[src/rtl/keypad_onehot_debouncer_pkg.sv]
// Shared keypad definitions: key count, FSM state encoding and the one-hot test
// used when deciding whether a synchronised key pattern is a single press.
package keypad_pkg;

  localparam int KEY_W = 10;

  typedef enum logic [1:0] {
    IDLE     = 2'd0,
    DEBOUNCE = 2'd1,
    PRESSED  = 2'd2,
    RELEASE  = 2'd3
  } state_t;

  localparam logic [KEY_W-1:0] KEY_ONE = {{(KEY_W-1){1'b0}}, 1'b1};

  // Exactly one bit set: non-zero and clearing the lowest set bit leaves nothing.
  function automatic logic is_onehot(input logic [KEY_W-1:0] v);
    return (v != '0) && ((v & (v - KEY_ONE)) == '0);
  endfunction

endpackage

[src/rtl/keypad_onehot_debouncer_sync_2ff.sv]
// Two-stage synchroniser with asynchronous active-low clear, one flop pair per bit.
module sync_2ff #(
  parameter int W = 1
) (
  input  logic         clk,
  input  logic         rst_n,
  input  logic [W-1:0] d,
  output logic [W-1:0] q
);

  logic [W-1:0] meta;

  always_ff @(posedge clk or negedge rst_n) begin
    if (!rst_n) begin
      meta <= '0;
      q    <= '0;
    end else begin
      meta <= d;
      q    <= meta;
    end
  end

endmodule

[src/rtl/keypad_onehot_debouncer.sv]
// Keypad front end: synchronises raw key lines, debounces single-key presses and
// releases, rejects multi-key presses and presents a registered one-hot key code.
module keypad_onehot_debouncer
  import keypad_pkg::*;
#(
  parameter int DEBOUNCE_CYCLES = 20,
  parameter int CNT_W           = 5
) (
  input  logic             clk,
  input  logic             rst_n,
  input  logic [KEY_W-1:0] keys_raw,
  output logic [KEY_W-1:0] key_onehot,
  output logic             key_strobe,
  output logic             key_held,
  output logic             multi_err
);

  localparam logic [CNT_W-1:0] CNT_LAST = CNT_W'(DEBOUNCE_CYCLES - 1);
  localparam logic [CNT_W-1:0] CNT_ONE  = CNT_W'(1);

  logic [KEY_W-1:0] s;
  logic [KEY_W-1:0] cand;
  logic [CNT_W-1:0] cnt;
  logic [CNT_W-1:0] cnt_inc;
  state_t           state;

  sync_2ff #(.W(KEY_W)) u_sync (
    .clk   (clk),
    .rst_n (rst_n),
    .d     (keys_raw),
    .q     (s)
  );

  assign cnt_inc = (cnt == '1) ? cnt : cnt + CNT_ONE;

  // A change of s always wins over a counter reaching its terminal value.
  always_ff @(posedge clk or negedge rst_n) begin
    if (!rst_n) begin
      state      <= IDLE;
      cand       <= '0;
      cnt        <= '0;
      key_onehot <= '0;
      key_strobe <= 1'b0;
      key_held   <= 1'b0;
      multi_err  <= 1'b0;
    end else begin
      key_strobe <= 1'b0;
      multi_err  <= 1'b0;
      case (state)
        IDLE: begin
          key_onehot <= '0;
          key_held   <= 1'b0;
          if (is_onehot(s)) begin
            cand  <= s;
            cnt   <= '0;
            state <= DEBOUNCE;
          end else if (s != '0) begin
            multi_err <= 1'b1;
            cnt       <= '0;
            state     <= RELEASE;
          end
        end
        DEBOUNCE: begin
          if (s != cand) begin
            state <= IDLE;
          end else begin
            cnt <= cnt_inc;
            if (cnt == CNT_LAST) begin
              key_onehot <= cand;
              key_strobe <= 1'b1;
              key_held   <= 1'b1;
              state      <= PRESSED;
            end
          end
        end
        PRESSED: begin
          if (s != cand) begin
            key_onehot <= '0;
            key_held   <= 1'b0;
            cnt        <= '0;
            state      <= RELEASE;
          end
        end
        RELEASE: begin
          key_onehot <= '0;
          key_held   <= 1'b0;
          if (s != '0) begin
            cnt <= '0;
          end else if (cnt == CNT_LAST) begin
            state <= IDLE;
          end else begin
            cnt <= cnt_inc;
          end
        end
        default: state <= IDLE;
      endcase
    end
  end

endmodule

[config.mk]
export PLATFORM = sky130hd
export DESIGN_NAME = keypad_onehot_debouncer
export DESIGN_NICKNAME = d
export VERILOG_FILES = /design/src/rtl/keypad_onehot_debouncer_pkg.sv /design/src/rtl/keypad_onehot_debouncer_sync_2ff.sv /design/src/rtl/keypad_onehot_debouncer.sv
export SDC_FILE = /design/constraint.sdc
export NUM_CORES = 1
export LEC_CHECK = 0
export ABC_AREA = 1
export BUFFER_PORTS_ARGS = -buffer_cell sky130_fd_sc_hd__buf_2
export CAP_MARGIN = 20
export CORE_MARGIN = 2
export CORE_UTILIZATION = 54
export CTS_BUF_LIST = sky130_fd_sc_hd__clkbuf_2 sky130_fd_sc_hd__clkbuf_4 sky130_fd_sc_hd__clkbuf_8
export DETAILED_ROUTE_END_ITERATION = 16
export PLACE_DENSITY = 0.74
export SLEW_MARGIN = 20
export SYNTH_ARGS = -nofsm -noshare
export SYNTH_HDL_FRONTEND = slang
export SYNTH_SLANG_ARGS = --single-unit
[constraint.sdc]
create_clock -name clk -period 1.6 [get_ports clk]
set_clock_uncertainty 0.05 [all_clocks]
set_input_delay 0.32 -clock clk [delete_from_list [all_inputs] [get_ports clk]]
set_output_delay 0.32 -clock clk [all_outputs]
set_load 0.01 [all_outputs]
==> flow_summary_export.csv, run 1 <==
group,metric,value,unit
status,status,"complete, but fails checks",
status,violations,"negative setup slack",
placed_design,portBuffers,24,
drt,viasPerCell,5.19,
synth,synth.top_cells.by_area,"dfrtp_1 (54%), nand2_1 (16%), inv_1 (4.2%)",
drt,vias,1968,
synth,synthCells,268,
setup_path,worstPathMaxFanout,5,
floorplan,core,4090,µm²
drt,postRouteAntennaNets,0,
final_layout,diodes,0,
global_route,grt_pass1_wl,8300,µm
run,maxCapViolCount,0,
synth,synth_cell_types,29,
setup_path,arrival,1.92,ns
sta,slew-limit-headroom,70.1,%
setup_path,start_kind,"flop",
setup_path,worst_setup_path_end_kind,"flop",
sta,hold_viol,0,
placed_design,pre_cts_slack,-0.124,ns
synth,yosys-top-cells-count,"nand2_1 (97), dfrtp_1 (50), inv_1 (26)",
synth,yosysTopAreaCellShare,53.7,%
sta,max_freq,0.580,GHz
placed_design,place.gp.congestion,0.880,
power,ir_drop,0.000846,V
sta,setup_slack,-0.124,ns
drt,drc_errors,0,
floorplan,die_w,69.7,µm
synth,synth-main-ff-cell,"dfrtp_1",
sta,fin_setup_tns,-2.81,ns
final_layout,fin_nets,342,
synth,yosysMostFrequentCell,"nand2_1",
synth,synth-async-reset-ratio,100,%
placed_design,dp.cells,364,
cts,numCtsBuffers,5,
sta,rsz0062_at_grt,"yes",
synth,synth_area_per_cell,8.70,µm²
floorplan,start_util,57.0,%
placed_design,dp_hpwl,3230,µm
synth,netlist_area,2330,µm²
drt,routed_wl,5000,µm
global_route,grt_max_degree,51,
global_route,grt_use_total,21.3,%
final_layout,instances_no_fill,379,
sta,hold_slack,0.0702,ns
cts,clock-sinks,50,
floorplan,dieArea,4860,µm²
drt,dr.pass1.iters,4,
synth,synth_area_leader_cell,"dfrtp_1",
global_route,antenna_found_initial,0,
cts,clk_path_buf_depth,2,
floorplan,dieHeight,69.7,µm
synth,yosysSeqAreaShare,53.7,%
drt,avgRoutedWirePerCell,13.2,µm
cts,clock_latency,0.30,ns
sta,min_period,1.72,ns
floorplan,num_rows,23,
hold_path,hold_path_class,"in2reg",
power,finalPower,3.35,mW
global_route,grt_pass1_vias,1864,
power,power_leakage,1.56,nW
drt,drt_iter0_markers,166,
synth,synth_edf_count,0,
setup_path,cp.required,1.80,ns
synth,synth_nets,281,
synth,ys_seq_elements,50,
cts,htree_levels,2,
cts,root_buffer,"clkbuf_8",
final_layout,syn_to_final_growth,29.3,%
placed_design,place_area,2700,µm²
sta,setup_viol,29,
cts,cts.clk_slew.worst_paths,0.09,ns
global_route,grt_overflow_total,0,
synth,yosysWarnings,0,
final_layout,drive_above_1_share,36.8,%
power,powerDensity,1110,nW/µm²
sta,post-route-period-util,108,%
sta,drv_slew,0,
final_layout,finish.utilization,73.7,%
setup_path,worst-setup-path-type,"reg2reg",
sta,tightest_slew,0.448,ns
cts,cts_tree,"built",
final_layout,final_area,3010,µm²
floorplan,io_pins,25,
[cells by family after synthesis]
group	synth area share, %
buf+inv	6.28
compound gates	6.71
simple gates	30.9
flops	53.7
fa+ha+maj	0.537
xor+xnor	1.88
[timing repair]
action	CTS	global route
cloned	1	2
endpoints found under the setup margin	28	30
pin swaps	13	18
setup buffers	2	2
hold buffers	1	0
hold endpoints to repair	50	0
gates resized for setup	21	30
[report_power, final]
| part | leakage, nW | switching, mW | internal, mW |
|---|---|---|---|
| registers | 0.644 | 0.113 | 1.37 |
| logic | 0.871 | 0.725 | 0.425 |
| clock network | 0.0407 | 0.402 | 0.317 |
| total | 1.56 | 1.24 | 2.11 |
[path summary, 6_finish.rpt]
check / from / end / slack [ns] / cells past startpoint
setup / recovery: u_sync.q[5] / cand[3] / -0.12 / 9
max in group asynchronous: rst_n / u_sync.q[0] / 0.79 / 3
setup reg to reg: u_sync.q[5] / cand[3] / -0.12 / 9
min in group asynchronous: rst_n / key_onehot[7] / 0.48 / 3
hold / removal: keys_raw[3] / u_sync.meta[3] / 0.07 / 1
hold reg to reg: u_sync.meta[5] / u_sync.q[5] / 0.30 / 0
[routing by layer]
| layer | up-vias | wire (µm) | global-route usage [%] |
|---|---|---|---|
| li1 | 981 | - | - |
| met1 | 918 | 2230 | 28.6 |
| met2 | 60 | 2430 | 34.1 |
| met3 | 9 | 248 | 5.09 |
| met4 | 0 | 96 | 7.48 |
| met5 | - | 0 | 0 |
[cell type report]
cell class                      instances  area, µm²
Clock inverter                          1       7.51
Timing Repair Buffer                   57        398
Multi-Input combinational cell        186       1110
Clock buffer                            6       76.3
Fill cell                             285       1070
Inverter                               29        109
Tap cell                               50       62.6
Sequential cell                        50       1250
[state kept, by name (all words and copies together) (netlist names)]
name,cells
cand,10
cnt,5
key_held,1
key_onehot,10
key_strobe,1
multi_err,1
state,2
u_sync.meta,10
u_sync.q,10
[worst max-delay path, cell delays in order (launching register included)]
cell and delay [ns]:
dfrtp_1 0.44, nor2_4 0.17, nand2_1 0.10, nor2_4 0.14
nor2_1 0.06, nor2_1 0.17, and2_4 0.22, buf_4 0.14
nand4_1 0.09, nand2_1 0.08
[cell usage in the layout, fill, tap and decap left out, types with 4 or more instances in the layout]
cell,netlist,final
nand3_4,1,5
inv_2,3,4
o21ai_1,0,6
a21oi_1,4,4
nand2_1,97,77
buf_6,0,4
buf_4,1,27
nand3_1,11,10
inv_1,26,25
nor2_4,3,7
nand4_1,11,11
nand2_2,1,21
o21ai_2,6,5
buf_2,3,24
clkbuf_8,0,5
nor2_1,16,13
dfrtp_1,50,49
(Power assumes the default switching activity.)
==> run 2: changes to the inputs <==
--- a/config.mk
+++ b/config.mk
@@ -13,6 +13,7 @@
 export CTS_BUF_LIST = sky130_fd_sc_hd__clkbuf_2 sky130_fd_sc_hd__clkbuf_4 sky130_fd_sc_hd__clkbuf_8
 export DETAILED_ROUTE_END_ITERATION = 16
 export PLACE_DENSITY = 0.74
+export SKIP_CTS_REPAIR_TIMING = 1
 export SLEW_MARGIN = 20
 export SYNTH_ARGS = -nofsm -noshare
 export SYNTH_HDL_FRONTEND = slang
==> flow_summary_export.csv, run 2 (synthesis gave the netlist of run 1 again) <==
group,metric,value,unit
setup_path,worstPathMaxFanout,8,
power,ir_drop,0.000830,V
final_layout,drive_above_1_share,36.9,%
global_route,grt_overflow_total,0,
floorplan,die_w,69.7,µm
setup_path,worst-setup-path-type,"reg2reg",
floorplan,core,4090,µm²
cts,cts_tree,"built",
floorplan,dieArea,4860,µm²
power,powerDensity,1100,nW/µm²
final_layout,final_area,3030,µm²
cts,clock-sinks,50,
floorplan,start_util,57.0,%
global_route,grt_busiest_layer,"met2",
run,maxCapViolCount,0,
setup_path,worst_setup_path_end_kind,"flop",
cts,clock_latency,0.30,ns
placed_design,pre_cts_slack,-0.124,ns
global_route,met3_usage,5.09,%
setup_path,arrival,1.93,ns
sta,drv_slew,0,
cts,clk_path_buf_depth,2,
cts,root_buffer,"clkbuf_8",
drt,drc_errors,0,
sta,max_freq,0.557,GHz
sta,rsz0062_at_grt,"yes",
sta,setup_viol,28,
floorplan,dieHeight,69.7,µm
global_route,grt_pass1_vias,1830,
final_layout,instances_no_fill,381,
floorplan,io_pins,25,
hold_path,hold_path_class,"in2reg",
setup_path,start_kind,"flop",
cts,htree_levels,2,
placed_design,dp.cells,364,
final_layout,layout_commonest_cell,"nand2_1",
sta,post-route-period-util,112,%
placed_design,portBuffers,24,
global_route,antenna_found_initial,0,
status,status,"complete, but fails checks",
global_route,grt_pass1_wl,7840,µm
global_route,grt_use_total,20.1,%
global_route,grt_max_degree,51,
power,power_leakage,1.56,nW
drt,routed_wl,5070,µm
sta,slew-limit-headroom,70.6,%
drt,dr.pass1.iters,4,
drt,avgRoutedWirePerCell,13.3,µm
global_route,grt_use_met1,25.8,%
hold_path,worstHoldStart,"keys_raw[2]",
cts,cts.clk_slew.worst_paths,0.08,ns
global_route,grt_use_met2,33.0,%
sta,hold_viol,0,
sta,hold_slack,0.0718,ns
placed_design,dp_hpwl,3230,µm
final_layout,fin_nets,344,
drt,viasPerCell,5.14,
status,violations,"negative setup slack",
drt,vias,1957,
sta,tightest_slew,0.441,ns
sta,fin_setup_tns,-2.99,ns
placed_design,place_area,2700,µm²
cts,numCtsBuffers,5,
final_layout,finish.utilization,74.2,%
sta,setup_slack,-0.197,ns
setup_path,cp.required,1.73,ns
setup_path,startpoint,"u_sync.q[3]",
drt,postRouteAntennaNets,0,
floorplan,num_rows,23,
setup_path,timing.rr.start,"u_sync.q[3]",
final_layout,diodes,0,
final_layout,mostFrequentLayoutCells,"nand2_1 (82), dfrtp_1 (50), buf_4 (29)",
drt,drt_iter0_markers,128,
final_layout,syn_to_final_growth,30.2,%
placed_design,place.gp.congestion,0.880,
sta,min_period,1.80,ns
power,finalPower,3.35,mW
## run 2: changes by cell type in the layout (fill, tap and decap cells not counted), sizes merged
| cell | previous run | this run |
|---|---|---|
| buf | 56 | 58 |
## run 2: critical path: stages (launching register included)
cell,delay [ns]
dfrtp_1,0.40
buf_4,0.16
xnor2_1,0.17
nand3_1,0.15
nor2_4,0.19
nand2_2,0.10
nand2_4,0.14
nand3_4,0.13
nand2_1,0.10
o21ai_0,0.08
## run 2: area by class of cell
type | count | area (µm²)
clock inverters | 1 | 7.51
multi-input cells | 186 | 1110
repair buffers | 59 | 413
clock buffers | 6 | 76.3
fillers | 279 | 1050
inverters | 29 | 109
flip-flops and latches | 50 | 1250
well taps | 50 | 62.6
## run 2: final timing paths
path | to | slack (ns) | cells after the start
worst max-delay path | key_onehot[9] | -0.20 | 9
worst min-delay path | u_sync.meta[2] | 0.07 | 1
worst max register to register | key_onehot[9] | -0.20 | 9
worst min register to register | u_sync.q[8] | 0.30 | 0
max in group asynchronous | u_sync.meta[7] | 0.78 | 3
min in group asynchronous | key_onehot[6] | 0.48 | 3
## run 2: metal layers
layer  vias up  routed length, µm
met3        11                212
met4         0                110
li1        980                  -
met2        46               2460
met1       920               2280
met5         -                  0
## run 2: power breakdown
group          internal (mW)  total (mW)  switching [mW]  leakage (nW)
Sequential              1.37        1.48           0.110         0.645
Combinational          0.443        1.16           0.721         0.879
Clock                  0.317       0.710           0.393        0.0407
Total                   2.13        3.35            1.22          1.56
==> run 3: changes to the inputs <==
--- a/config.mk
+++ b/config.mk
@@ -9,10 +9,10 @@
 export BUFFER_PORTS_ARGS = -buffer_cell sky130_fd_sc_hd__buf_2
 export CAP_MARGIN = 20
 export CORE_MARGIN = 2
-export CORE_UTILIZATION = 54
+export CORE_UTILIZATION = 61
 export CTS_BUF_LIST = sky130_fd_sc_hd__clkbuf_2 sky130_fd_sc_hd__clkbuf_4 sky130_fd_sc_hd__clkbuf_8
 export DETAILED_ROUTE_END_ITERATION = 16
-export PLACE_DENSITY = 0.74
+export PLACE_DENSITY = 0.79
 export SKIP_CTS_REPAIR_TIMING = 1
 export SLEW_MARGIN = 20
 export SYNTH_ARGS = -nofsm -noshare
==> constraint.sdc (replaced) <==
create_clock -name clk -period 2.1 [get_ports clk]
set_clock_uncertainty 0.05 [all_clocks]
set_input_delay 0.42 -clock clk [delete_from_list [all_inputs] [get_ports clk]]
set_output_delay 0.42 -clock clk [all_outputs]
set_load 0.01 [all_outputs]
==> flow_summary_export.csv, run 3 (synthesis gave the netlist of run 1 again) <==
group,metric,value,unit
setup_path,worst_setup_path_end_kind,"flop",
final_layout,layout_commonest_cell,"nand2_1",
floorplan,io_pins,25,
global_route,grt_busiest_layer,"met2",
cts,cts.clk_slew.worst_paths,0.08,ns
sta,slew-limit-headroom,57.8,%
global_route,grt_pass1_vias,1671,
sta,post-route-period-util,88.8,%
power,p_seq_share,45.3,%
sta,setup_viol,0,
drt,vias,1831,
cts,htree_levels,2,
sta,drv_slew,0,
global_route,grt_pass1_wl,7550,µm
final_layout,drive_above_1_share,24.8,%
sta,min_period,1.87,ns
global_route,antenna_found_initial,0,
status,status,"complete, no violations",
sta,tightest_slew,0.630,ns
final_layout,fin_nets,327,
run,maxCapViolCount,0,
drt,routed_wl,4330,µm
floorplan,dieHeight,65.8,µm
sta,rsz0062_at_grt,"no",
sta,hold_viol,0,
sta,fin_setup_tns,0,ns
cts,clock-sinks,50,
final_layout,mostFrequentLayoutCells,"nand2_1 (97), dfrtp_1 (50), inv_1 (26)",
setup_path,worst-setup-path-type,"reg2reg",
floorplan,num_rows,22,
power,combPwrFrac,27.6,%
cts,cts_tree,"built",
floorplan,core,3660,µm²
global_route,grt_use_met2,35.7,%
cts,clock_latency,0.30,ns
placed_design,pre_cts_slack,-0.0540,ns
power,finalPower,2.45,mW
setup_path,start_kind,"flop",
drt,avgRoutedWirePerCell,11.9,µm
final_layout,syn_to_final_growth,18.1,%
floorplan,dieArea,4330,µm²
final_layout,diodes,0,
sta,setup_slack,0.235,ns
global_route,grt_use_total,23.2,%
sta,max_freq,0.536,GHz
floorplan,die_w,65.8,µm
final_layout,fill_cells,273,
drt,postRouteAntennaNets,0,
floorplan,start_util,63.7,%
setup_path,arrival,1.99,ns
placed_design,place.gp.congestion,0.823,
setup_path,cp.required,2.23,ns
drt,drc_errors,0,
placed_design,portBuffers,24,
power,power.switching,0.824,mW
global_route,met3_usage,4.60,%
power,power_leakage,1.46,nW
power,clock_power_share,27.0,%
cts,numCtsBuffers,5,
cts,root_buffer,"clkbuf_8",
drt,drt_iter0_markers,136,
power,powerDensity,888,nW/µm²
global_route,grt_overflow_total,0,
global_route,grt_use_met1,32.6,%
cts,clk_path_buf_depth,2,
hold_path,hold_path_class,"in2async",
setup_path,worstPathMaxFanout,16,
placed_design,dp_hpwl,3200,µm
power,ir_drop,0.000710,V
drt,viasPerCell,5.04,
global_route,grt_max_degree,27,
power,internal-power,1.62,mW
drt,dr.pass1.iters,4,
power,p_sw_share,33.7,%
run 3: layout make-up:
cell class              instances  area, µm²  area share [%]
clock inverters                 3       43.8            1.59
repair buffers                 44        283            10.3
inverters                      29        109            3.95
flip-flops and latches         50       1250            45.4
clock buffers                   5       68.8            2.50
well taps                      48       60.1            2.18
multi-input cells             184        938            34.1
run 3: final timing paths:
kind	startpoint	endpoint	depth (start not counted)	slack (ns)
min reg2reg	u_sync.meta[4]	u_sync.q[4]	0	0.30
max in group asynchronous	rst_n	key_onehot[8]	2	1.42
max	cnt[0]	key_onehot[9]	8	0.23
max reg2reg	cnt[0]	key_onehot[9]	8	0.23
min in group clk	keys_raw[4]	u_sync.meta[4]	1	0.17
min	rst_n	u_sync.q[5]	1	0.06
run 3: worst max-delay path: stages, from the launching register on:
cell     delay (ns)
dfrtp_1        0.42
ha_1           0.24
nand2_1        0.07
nor3_1         0.35
nor2_1         0.11
inv_1          0.12
nand3_4        0.20
nand2_1        0.11
o21ai_0        0.08
run 3: power by group through the flow:
stage / Clock (mW) / Sequential [mW] / Combinational (mW)
after global routing: 0.720 / 1.12 / 0.765
after global placement: 0 / 1.12 / 0.656
final: 0.661 / 1.11 / 0.676
after CTS: 0.680 / 1.11 / 0.677
after detailed placement: 0 / 1.12 / 0.667
after floorplan: 0 / 1.12 / 0.544
run 3: per-layer routing:
| metal | part of all wire [%] | wire length, µm |
|---|---|---|
| met1 | 47 | 2040 |
| met2 | 47 | 2020 |
| met3 | 4.3 | 184 |
| met4 | 1.9 | 84 |
| met5 | 0 | 0 |
run 3: metrics by stage:
step	utilization (%)	instances	hold slack, ns	area, µm²
6_report	75.2	363	0.0569	2750
2_1_floorplan	-	268	0.0744	2330
4_1_cts	75.1	363	0.0647	2750
5_1_grt	75.2	363	0.100	2750
3_5_place_dp	72.0	355	0.286	2640
3_3_place_gp	72.0	355	0.283	2640
